**config.mk**
```make
export PLATFORM = sky130hd
export DESIGN_NAME = systolic_job_arbiter
export DESIGN_NICKNAME = d
export VERILOG_FILES = /design/src/rtl/systolic_job_arbiter.sv
export SDC_FILE = /design/constraint.sdc
export NUM_CORES = 1
export LEC_CHECK = 0
export BUFFER_PORTS_ARGS = -buffer_cell sky130_fd_sc_hd__buf_2
export CAP_MARGIN = 20
export CORE_AREA = 2 2 186 188
export CTS_CLUSTER_DIAMETER = 50
export DETAILED_ROUTE_END_ITERATION = 10
export DIE_AREA = 0 0 188 190
export GPL_TIMING_DRIVEN = 0
export PLACE_DENSITY = 0.48
export SETUP_SLACK_MARGIN = 0.15
export SYNTH_ARGS = -nofsm -noshare
export SYNTH_HDL_FRONTEND = slang
export SYNTH_SLANG_ARGS = --single-unit
```
**constraint.sdc**
```tcl
create_clock -name clk -period 5.3 [get_ports clk]
set_input_delay 1.325 -clock clk [delete_from_list [all_inputs] [get_ports clk]]
set_output_delay 1.325 -clock clk [all_outputs]
set_load 0.01 [all_outputs]
```
**src/rtl/systolic_job_arbiter.sv**
```systemverilog
// rtl/systolic_job_arbiter.sv - round-robin arbiter and job sequencer for one shared 4x4 systolic core
//
// Purpose: NUM_REQ requesters compete for one matmul core. A round-robin arbiter picks an
// owner, then the sequencer runs the job: start pulse, IN_BEATS operand words to the core,
// wait for results (watchdog-guarded), OUT_BEATS result words back to the owner, release.
//
// Ports:
//   clk, reset                         clock, asynchronous active-high reset
//   req_start/req_data/req_valid       per-requester job request and operand stream
//   req_ready                          operand accepted (owner only)
//   rsp_data/rsp_valid/rsp_ready       result stream, data broadcast, valid to owner only
//   grant, busy                        one-hot owner (0 when idle), not-idle flag
//   job_done, job_err                  completion / watchdog-abort pulses
//   core_start, core_abort             core control pulses
//   core_in_data/valid/ready           operand stream to the core
//   core_out_data/valid/ready          result stream from the core
module systolic_job_arbiter #(
  parameter int NUM_REQ     = 4,
  parameter int DW          = 64,
  parameter int IN_BEATS    = 4,
  parameter int OUT_BEATS   = 8,
  parameter int TIMEOUT_CYC = 1024
) (
  input  logic                  clk,
  input  logic                  reset,
  input  logic [NUM_REQ-1:0]    req_start,
  input  logic [NUM_REQ*DW-1:0] req_data,
  input  logic [NUM_REQ-1:0]    req_valid,
  output logic [NUM_REQ-1:0]    req_ready,
  output logic [DW-1:0]         rsp_data,
  output logic [NUM_REQ-1:0]    rsp_valid,
  input  logic [NUM_REQ-1:0]    rsp_ready,
  output logic [NUM_REQ-1:0]    grant,
  output logic                  busy,
  output logic                  job_done,
  output logic                  job_err,
  output logic                  core_start,
  output logic [DW-1:0]         core_in_data,
  output logic                  core_in_valid,
  input  logic                  core_in_ready,
  input  logic [DW-1:0]         core_out_data,
  input  logic                  core_out_valid,
  output logic                  core_out_ready,
  output logic                  core_abort
);

  localparam int GW   = $clog2(NUM_REQ);
  localparam int MAXB = (IN_BEATS > OUT_BEATS) ? IN_BEATS : OUT_BEATS;
  localparam int CW   = $clog2(MAXB) + 1;
  localparam int WW   = $clog2(TIMEOUT_CYC) + 1;

  typedef enum logic [2:0] {IDLE, START, FEED_IN, WAIT_OUT, DRAIN, RELEASE} state_t;

  state_t        state, state_nxt;
  logic [GW-1:0] last_grant, gidx, arb_idx, cand;
  logic          arb_hit;
  logic [CW-1:0] beat_cnt;
  logic [WW-1:0] wd_cnt;
  logic          in_fire, out_fire, in_last, out_last, wd_expired;

  assign in_fire    = (state == FEED_IN) && req_valid[gidx] && core_in_ready;
  assign out_fire   = (state == DRAIN) && core_out_valid && rsp_ready[gidx];
  assign in_last    = in_fire && (beat_cnt == CW'(IN_BEATS - 1));
  assign out_last   = out_fire && (beat_cnt == CW'(OUT_BEATS - 1));
  // A result showing up in the same cycle as expiry wins over the abort.
  assign wd_expired = (state == WAIT_OUT) && !core_out_valid && (wd_cnt == WW'(TIMEOUT_CYC - 1));
  assign busy       = (state != IDLE);

  // Round-robin: first requester after last_grant, wrapping around.
  always_comb begin
    arb_hit = 1'b0;
    arb_idx = '0;
    cand    = '0;
    for (int k = 1; k <= NUM_REQ; k++) begin
      cand = GW'((int'(last_grant) + k) % NUM_REQ);
      if (!arb_hit && req_start[cand]) begin
        arb_hit = 1'b1;
        arb_idx = cand;
      end
    end
  end

  always_ff @(posedge clk or posedge reset) begin
    if (reset) state <= IDLE;
    else       state <= state_nxt;
  end

  always_comb begin
    state_nxt = state;
    case (state)
      IDLE:     if (arb_hit) state_nxt = START;
      START:    state_nxt = FEED_IN;
      FEED_IN:  if (in_last) state_nxt = WAIT_OUT;
      WAIT_OUT: begin
        if (core_out_valid)  state_nxt = DRAIN;
        else if (wd_expired) state_nxt = RELEASE;
      end
      DRAIN:    if (out_last) state_nxt = RELEASE;
      RELEASE:  state_nxt = IDLE;
      default:  state_nxt = IDLE;
    endcase
  end

  always_ff @(posedge clk or posedge reset) begin
    if (reset) begin
      grant      <= '0;
      gidx       <= '0;
      last_grant <= GW'(NUM_REQ - 1);
      beat_cnt   <= '0;
      wd_cnt     <= '0;
      job_done   <= 1'b0;
    end else begin
      job_done <= out_last;
      if (state == IDLE && arb_hit) begin
        gidx  <= arb_idx;
        grant <= {{(NUM_REQ-1){1'b0}}, 1'b1} << arb_idx;
      end
      if (state == RELEASE) begin
        last_grant <= gidx;
        grant      <= '0;
      end
      if (state == START || in_last || out_last) beat_cnt <= '0;
      else if (in_fire || out_fire)             beat_cnt <= beat_cnt + CW'(1);
      if (state == WAIT_OUT) wd_cnt <= wd_cnt + WW'(1);
      else                   wd_cnt <= '0;
    end
  end

  // Both streams are combinational pass-throughs to/from the current owner.
  always_comb begin
    req_ready      = '0;
    rsp_valid      = '0;
    rsp_data       = '0;
    core_start     = 1'b0;
    core_in_data   = '0;
    core_in_valid  = 1'b0;
    core_out_ready = 1'b0;
    core_abort     = 1'b0;
    job_err        = 1'b0;
    case (state)
      START: core_start = 1'b1;
      FEED_IN: begin
        core_in_valid   = req_valid[gidx];
        core_in_data    = req_data[int'(gidx)*DW +: DW];
        req_ready[gidx] = core_in_ready;
      end
      WAIT_OUT: begin
        core_abort = wd_expired;
        job_err    = wd_expired;
      end
      DRAIN: begin
        rsp_valid[gidx] = core_out_valid;
        rsp_data        = core_out_data;
        core_out_ready  = rsp_ready[gidx];
      end
      default: ;
    endcase
  end

endmodule

```
Word-level counts from Yosys, hierarchy flattened
Index checks and enable logic that the tools add are counted.
- $add $sub $neg: 6
- multiply operators: 0
- div/mod/pow operators: 0
- $lt $le $gt $ge: 6
- equality and inequality tests: 12
- shift operators: 2
- mux-type cells: 41
- bitwise gates (word level): 2
- reductions and logical operators: 25
- operator list (kind ; count):
    $shiftx A256 B9 Y64 ; 1
    $mux W64 ; 2
    $mux W4 ; 6
    $lt A2 B3 Y1 const B ; 5
    $mux W1 ; 15
    $mux W3 ; 5
    $pmux W3 S5 ; 1
    $logic_and A1 B1 Y1 ; 13
    $bmux W1 S2 ; 6
    $add A11 B1 Y11 const B ; 1
    $eq A11 B10 Y1 const B ; 1
    $mux W11 ; 1
    $and A4 B4 Y4 ; 2
    $mux W2 ; 4
    $eq A3 B2 Y1 const B ; 2
    $eq A3 B3 Y1 const B ; 2
    $ne A2 B2 Y1 const B ; 3
    $add A2 B1 Y2 const B ; 2
    $add A2 B2 Y2 const B ; 2
    $add A4 B1 Y4 const B ; 1
    $eq A4 B2 Y1 const B ; 1
    $eq A4 B3 Y1 const B ; 1
    $logic_not A1 Y1 ; 4
    $reduce_and A4 Y1 ; 1
    other kinds (9) ; 12
- bits in registers: 27
- latch bits: 0
- bits in writable memories: 0
- bits in read-only memories: 0
- bits of input ports: 336
- output and inout port bits: 147
- word-level logic and storage cells: 101
- memories kept: 0

Logic depth before layout (Yosys ltp)
Gate-level depths: netlist of run 1.
- depth after elaboration: 16
- mapped depth: 6
- gate-level depth less buffers: 6

Least setup slack after synthesis of run 1
OpenSTA, ideal clock, no wires.
- path kind: in2out
- from: input req_valid[3]
- to: output core_in_valid
- arrival time: 1.977 ns
- required time: 3.975 ns
- path slack: 1.998 ns
- stages: 2
- cell sequence: mux4_2 and2_1
- longest elaborated chain between the ends: 3
- RTL lines (element ; line ; source):
    start, declared ; 28 ; input logic [NUM_REQ-1:0] req_valid,
    $bmux W1 S2 ; 143 ; core_in_valid = req_valid[gidx];
    $mux W1 (implied by the code) ; 143 ;
    $mux W1 ; 140 ; case (state)
    end, declared ; 39 ; output logic core_in_valid,
Every way passes these cells. The select of a mux whose other input is x is not followed.

Final worst setup path of run 1
- from: register state[2]
- to: output core_in_data[58]
- longest elaborated chain between the ends: 2
- RTL lines (element ; line ; source):
    start, declared ; 54 ; state_t state, state_nxt;
    start signal, assigned ; 85 ; else state <= state_nxt;
    $eq A3 B2 Y1 ; 140 ;
    $mux W64 ; 140 ;
    end, declared ; 38 ; output logic [DW-1:0] core_in_data,
Every way passes these cells.

==> impl_metrics.env, run 1 <==
export IMPL_status="completed"
export IMPL_layoutNonFillerInstCount=1331
export IMPL_tightest_slew_ns=0.8915
export IMPL_relSlewSlack_pct=40.56
export IMPL_synth_seq_cells=27
export IMPL_grt_pass1_wl_um=30670
export IMPL_fp_dieW_um=188
export IMPL_synthCells=387
export IMPL_synthToLayoutAreaGrowth_pct=79.71
export IMPL_setup_tns_ns=0
export IMPL_grt_usage_pct=11.27
export IMPL_netlist_area_mm2=0.003885
export IMPL_antenna_found_initial=2
export IMPL_io_buffers=482
export IMPL_start_kind="flop"
export IMPL_drv_cap=0
export IMPL_cts_setup_buffers=0
export IMPL_cts_max_path_buffers=2
export IMPL_clock_latency_ns=0.27
export IMPL_swShare_pct=46.75
export IMPL_r2r_end="beat_cnt[2]"
export IMPL_num_rows=68
export IMPL_final_hold_viol_count=0
export IMPL_hold_path_cell_count=2
export IMPL_finalMaxSlewViolations=0
export IMPL_wl_um=21750
export IMPL_rsz0062_at_grt="no"
export IMPL_globalRouteOverflowTotal=0
export IMPL_reg2regPathDepth=5
export IMPL_cts_root_buf="clkbuf_16"
export IMPL_period_share_pct=81.20
export IMPL_clk_pin_slew_ns=0.07
export IMPL_dp_hpwl_um=19310
export IMPL_vias_per_cell=3.878
export IMPL_synth_flop_cell="dfrtp_1"
export IMPL_htreeDepth=1
export IMPL_peakVddDrop_mv=0.1590
export IMPL_async_flop_share_pct=100.0
export IMPL_holdPathEnd="last_grant[0]"
export IMPL_crit_path_max_fanout=10
export IMPL_routabilityCongestion=0.9682
export IMPL_rrSetupSlack_ns=2.88
export IMPL_drc=0
export IMPL_wl_per_cell_um=16.34
export IMPL_hold_buffers=0
export IMPL_via_count=5162
export IMPL_placed_area_mm2=0.006867
export IMPL_path_class="reg -> out"
export IMPL_cts_sinks=27
export IMPL_start_util_pct=11.44
export IMPL_fmax_mhz=232.4
export IMPL_syn_area_per_cell_um2=10.04
export IMPL_leakagePower_nw=3.653
export IMPL_antenna_left=0
export IMPL_p_int_mw=1.394
export IMPL_pwr_share_comb_pct=82.2
export IMPL_syn_nets=725
export IMPL_synth_edf_count=0
export IMPL_crit_required_ns=3.97
export IMPL_yosysWarnings=0
export IMPL_grt_pass1_vias=5199
export IMPL_numCtsBuffers=3
export IMPL_r2r_start="state[2]"
export IMPL_core_area_mm2=0.03395
export IMPL_whs_ns=0.4785
export IMPL_p_switching_mw=1.224
export IMPL_cp_num_buf_inv=4
export IMPL_p_clk_share_pct=6.8
export IMPL_cts_resized=0
export IMPL_final_nets=1213
export IMPL_total_power_mw=2.619
export IMPL_clock_skew_final_ns=0.008376
export IMPL_design_die_area_mm2=0.03572
export IMPL_seq_area_frac_synth_pct=17.46
export IMPL_cp_arrival_ns=2.98
export IMPL_first_iter_violations=202
export IMPL_num_io_pins=483
export IMPL_hold_class="reg -> reg"
export IMPL_power_frac_seq_pct=11.0
export IMPL_hp_start="last_grant[0]"
export IMPL_cts_tree="yes"
export IMPL_end_kind="output port"
export IMPL_crit_family="buffers and inverters"
export IMPL_period_minus_slack_ns=4.303
export IMPL_critical_path_cell_chain="buf_2 -> nor3b_2 -> clkbuf_1 -> clkbuf_1 -> and2_1 -> buf_2"
export IMPL_grt_start_max_net_pins=28
export IMPL_drive_gt1_share_pct=65.33
export IMPL_finalSetupViolCount=0
export IMPL_dr_pass1_iters=4
export IMPL_slowest_stage="clkbuf_1"
export IMPL_p_per_area_mw_per_mm2=375.1
export IMPL_design_area_mm2=0.006982
export IMPL_die_h_um=190
export IMPL_dp_cells=1324
export IMPL_ys_types=47
export IMPL_critPathMaxStageDelay_ns=0.74
## logic make-up (layout without fill, tap and decap cells)
| kind of cell | after synthesis | after routing | synth area share, % |
|---|---|---|---|
| and+or+nand+nor | 216 | 216 | 32.59 |
| buffers and inverters | 39 | 526 | 4.187 |
| adders and majority gates | 2 | 2 | 0.6440 |
| DFF | 27 | 27 | 17.46 |
| other | 0 | 2 | 0 |
| muxes | 68 | 68 | 38.49 |
| AOI/OAI and AO/OA | 29 | 29 | 5.282 |
| xor gates and xnor gates | 6 | 6 | 1.353 |
## worst register-to-register path: stages, from the launching register on
cell and delay [ns]:
dfrtp_1 0.35, buf_2 0.16, nor3b_2 0.71, clkbuf_1 0.74
a311oi_1 0.21, o211a_1 0.15
## state kept, by name, summed over array words and instances, names as in the netlist
signal / count
gidx: 2
job_done: 1
last_grant: 2
state: 3
wd_cnt: 11
grant: 4
beat_cnt: 4
## metrics by stage
stage	utilization [%]	setup slack, ns
finish	20.57	0.9966
CTS	20.47	0.7257
global placement	20.23	0.9844
floorplan	-	1.998
global route	20.56	0.7272
detailed placement	20.23	1.018
## cells in the mapped netlist, drive strengths merged, types with 3 or more instances
master / count / area [um2]
nand2b: 3 / 18.77
nor2b: 4 / 25.02
dfrtp: 25 / 625.6
nand4: 3 / 18.77
nand3: 7 / 35.03
nor2: 23 / 86.33
and2: 130 / 813.3
o21a: 3 / 22.52
xnor2: 4 / 35.03
nand2: 19 / 71.32
buf: 12 / 61.31
or3: 3 / 18.77
nor3b: 6 / 55.05
a21oi: 8 / 40.04
nor3: 8 / 45.04
and3: 3 / 18.77
clkbuf: 23 / 86.33
inv: 4 / 15.01
o21ai: 5 / 25.02
mux4: 65 / 1464
## per-layer routing
layer / vias to the layer above / part of all wire, % / wire length [um] / GRT usage, %
li1: 2387 / - / - / -
met1: 2450 / 41 / 8870 / 14.26
met2: 315 / 49 / 10550 / 19.61
met3: 10 / 9.8 / 2141 / 2.896
met4: 0 / 0.83 / 180 / 1.726
met5: - / 0 / 0 / 0
## power groups by stage
stage | logic, mW | registers, mW | clock network [mW]
finish | 2.15 | 0.289 | 0.178
global route | 2.34 | 0.296 | 0.191
CTS | 2.19 | 0.289 | 0.183
detailed placement | 2.19 | 0.293 | 0
global placement | 2.18 | 0.292 | 0
floorplan | 1.36 | 0.292 | 0
## placed cells by master, fill, tap and decap left out, types with 3 or more instances in the layout
master / synthesis / routed
a21oi_1: 8 / 8
and2_1: 130 / 130
and3_1: 3 / 3
buf_2: 10 / 492
clkbuf_1: 23 / 23
clkbuf_16: 0 / 3
dfrtp_1: 25 / 25
inv_1: 4 / 4
mux4_2: 65 / 65
nand2_1: 19 / 19
nand2b_1: 3 / 3
nand3_1: 7 / 7
nand4_1: 3 / 3
nor2_1: 23 / 23
nor2b_1: 4 / 4
nor3_1: 7 / 7
nor3b_1: 4 / 4
o21a_1: 3 / 3
o21ai_0: 5 / 5
or3_1: 3 / 3
xnor2_1: 4 / 4
## worst max path at each step
stage                      start  cells past startpoint  slack [ns]               end
CTS                     state[2]                      6        0.73  core_in_data[58]
global placement        state[2]                      6        0.98  core_in_data[58]
detailed placement      state[2]                      6        1.02  core_in_data[58]
finish                  state[2]                      6         1.0  core_in_data[58]
global route            state[1]                      6        0.73  core_in_data[58]
floorplan           req_valid[3]                      2        2.00     core_in_valid
## layout make-up
class | count | area [um2]
diodes | 2 | 5.005
plain buffers | 35 | 147.6
clock buffers | 3 | 75.07
clock inverters | 1 | 7.507
fillers | 3826 | 26970
inverters | 4 | 15.01
multi-input cells | 321 | 3044
flip-flops and latches | 27 | 678.2
well taps | 455 | 569.3
repair buffers | 483 | 2440
Power figures use the tool's default switching activity.
==> run 2, diff against run 1 <==
PLACE_DENSITY = 0.49   (was 0.48)
clock period = 3.45 ns   (was 5.3 ns; I/O delays follow)
==> run 2 against run 1 <==
Clock skew decreased by 0.0028 ns. Non-clock buffer count increased by 4. Setup slack got worse by 0.67 ns. Critical path depth decreased by 1. Die area unchanged. Combinational power increased by 57%. Count of clock-buffer cells in the layout unchanged. Critical path type unchanged. Critical endpoint is now core_in_data[31]. Largest power group unchanged.
==> impl_metrics.env, run 2 (same netlist as run 1, synthesis figures left out) <==
export IMPL_r2r_end="beat_cnt[3]"
export IMPL_leakagePower_nw=3.699
export IMPL_start_util_pct=11.44
export IMPL_grt_usage_pct=11.39
export IMPL_rsz0062_at_grt="no"
export IMPL_p_per_area_mw_per_mm2=581.5
export IMPL_first_iter_violations=209
export IMPL_p_switching_mw=1.908
export IMPL_fp_dieW_um=188
export IMPL_via_count=5206
export IMPL_pre_cts_ws_ns=0.02326
export IMPL_routabilityCongestion=0.8846
export IMPL_power_frac_seq_pct=11.0
export IMPL_final_nets=1217
export IMPL_clock_latency_ns=0.26
export IMPL_finalSetupViolCount=0
export IMPL_fmax_mhz=320.4
export IMPL_drive_gt1_share_pct=66.17
export IMPL_vias_per_cell=3.905
export IMPL_wl_per_cell_um=16.27
export IMPL_setup_tns_ns=0
export IMPL_grt_pass1_wl_um=31330
export IMPL_crit_family="buffers and inverters"
export IMPL_top_register="wd_cnt"
export IMPL_p_clk_share_pct=6.6
export IMPL_design_die_area_mm2=0.03572
export IMPL_synthToLayoutAreaGrowth_pct=81.06
export IMPL_p_int_mw=2.182
export IMPL_antenna_left=0
export IMPL_io_buffers=482
export IMPL_core_area_mm2=0.03395
export IMPL_final_cell_mix="489 x buf_2, 130 x and2_1, 65 x mux4_2, 25 x dfrtp_1, 23 x nor2_1"
export IMPL_reg2regPathDepth=5
export IMPL_timing_final_ws_setup_ns=0.3294
export IMPL_path_class="reg -> out"
export IMPL_critical_path_cell_chain="clkbuf_2 -> clkbuf_1 -> mux4_2 -> and2_1 -> buf_2"
export IMPL_antenna_found_initial=1
export IMPL_crit_path_max_fanout=10
export IMPL_num_io_pins=483
export IMPL_grt_pass1_vias=5332
export IMPL_largest_register_ffs=11
export IMPL_hold_class="reg -> reg"
export IMPL_period_minus_slack_ns=3.121
export IMPL_pwr_share_comb_pct=82.4
export IMPL_period_share_pct=90.45
export IMPL_crit_end="core_in_data[31]"
export IMPL_cp_num_buf_inv=3
export IMPL_start_kind="flop"
export IMPL_grt_start_max_net_pins=21
export IMPL_wl_um=21680
export IMPL_finalMaxSlewViolations=0
export IMPL_end_kind="output port"
export IMPL_slowest_stage="clkbuf_1"
export IMPL_diodes=0
export IMPL_drv_cap=0
export IMPL_dr_pass1_iters=6
export IMPL_swShare_pct=46.65
export IMPL_die_h_um=190
export IMPL_clk_pin_slew_ns=0.07
export IMPL_worstSetupPathDepth=5
export IMPL_final_util_pct=20.72
export IMPL_clock_skew_final_ns=0.005613
export IMPL_crit_required_ns=2.59
export IMPL_cts_max_path_buffers=2
export IMPL_cp_arrival_ns=2.26
export IMPL_final_hold_viol_count=0
export IMPL_drc=0
export IMPL_rrSetupSlack_ns=1.57
export IMPL_htreeDepth=1
export IMPL_startpoint="gidx[1]"
export IMPL_critPathMaxStageDelay_ns=0.52
export IMPL_peakVddDrop_mv=0.1964
export IMPL_final_common_cell="buf_2"
export IMPL_num_rows=68
export IMPL_cts_tree="yes"
export IMPL_tightest_slew_ns=0.6116
export IMPL_cts_sinks=27
export IMPL_top_regs="wd_cnt (11), beat_cnt (4), grant (4)"
export IMPL_cts_root_buf="clkbuf_16"
export IMPL_relSlewSlack_pct=59.23
export IMPL_numCtsBuffers=3
export IMPL_dp_hpwl_um=19310
export IMPL_globalRouteOverflowTotal=0
export IMPL_r2r_start="gidx[0]"
export IMPL_status="completed"
[run 2: timing repair]
action	4_1_cts	5_1_grt
pin swaps	1	0
gates cloned	0	0
buffers inserted	1	3
hold buffers	0	0
resized for setup	8	5
setup endpoints to repair	102	34
[run 2: worst min-delay path: cells and delay by family, from the launching register on]
family / cells / cell delay (ns)
flops: 1 / 0.38
simple gates: 2 / 0.09
[run 2: power groups by stage]
stage          Combinational, mW  Clock [mW]  Sequential, mW
2_1_floorplan               2.09           0           0.448
3_3_place_gp                3.35           0           0.449
3_5_place_dp                3.38           0           0.452
4_1_cts                     3.42       0.278           0.449
5_1_grt                     3.67       0.293           0.462
6_report                    3.37       0.271           0.451
[run 2: how the worst min path moves through the flow]
| stage | end | slack, ns | from | depth (start not counted) |
|---|---|---|---|---|
| global route | last_grant[0] | 0.48 | last_grant[0] | 2 |
| global placement | last_grant[0] | 0.46 | last_grant[0] | 2 |
| CTS | last_grant[0] | 0.47 | last_grant[0] | 2 |
| detailed placement | last_grant[0] | 0.46 | last_grant[0] | 2 |
| finish | last_grant[0] | 0.47 | last_grant[0] | 2 |
| floorplan | last_grant[0] | 0.44 | last_grant[0] | 2 |
[run 2: final cells by class]
cell class / count / area (um2)
inverters: 4 / 15.01
repair buffers: 487 / 2470
fillers: 3786 / 26910
flip-flops and latches: 27 / 678.2
multi-input cells: 321 / 3057
clock inverters: 1 / 7.507
clock buffers: 3 / 75.07
well taps: 455 / 569.3
plain buffers: 35 / 162.7
[run 2: metal layers]
metal  track usage (%)  routed length, um  vias up  part of all wire, %
met3             2.140               1841       20                  8.5
met5                 0                 13        -                0.060
met4             1.817                249        2                  1.1
li1                  -                  -     2393                    -
met2             21.00              11020      303                   51
met1             13.91               8562     2488                   39
[run 2: per-stage QoR]
stage	hold slack [ns]	power [mW]	cell area, um2	cells
after floorplan	0.4437	2.536	3885	387
after global placement	0.4570	3.803	6867	1324
after detailed placement	0.4588	3.828	6894	1325
after CTS	0.4700	4.152	7007	1330
after global routing	0.4848	4.431	7034	1333
final	0.4659	4.090	7034	1333
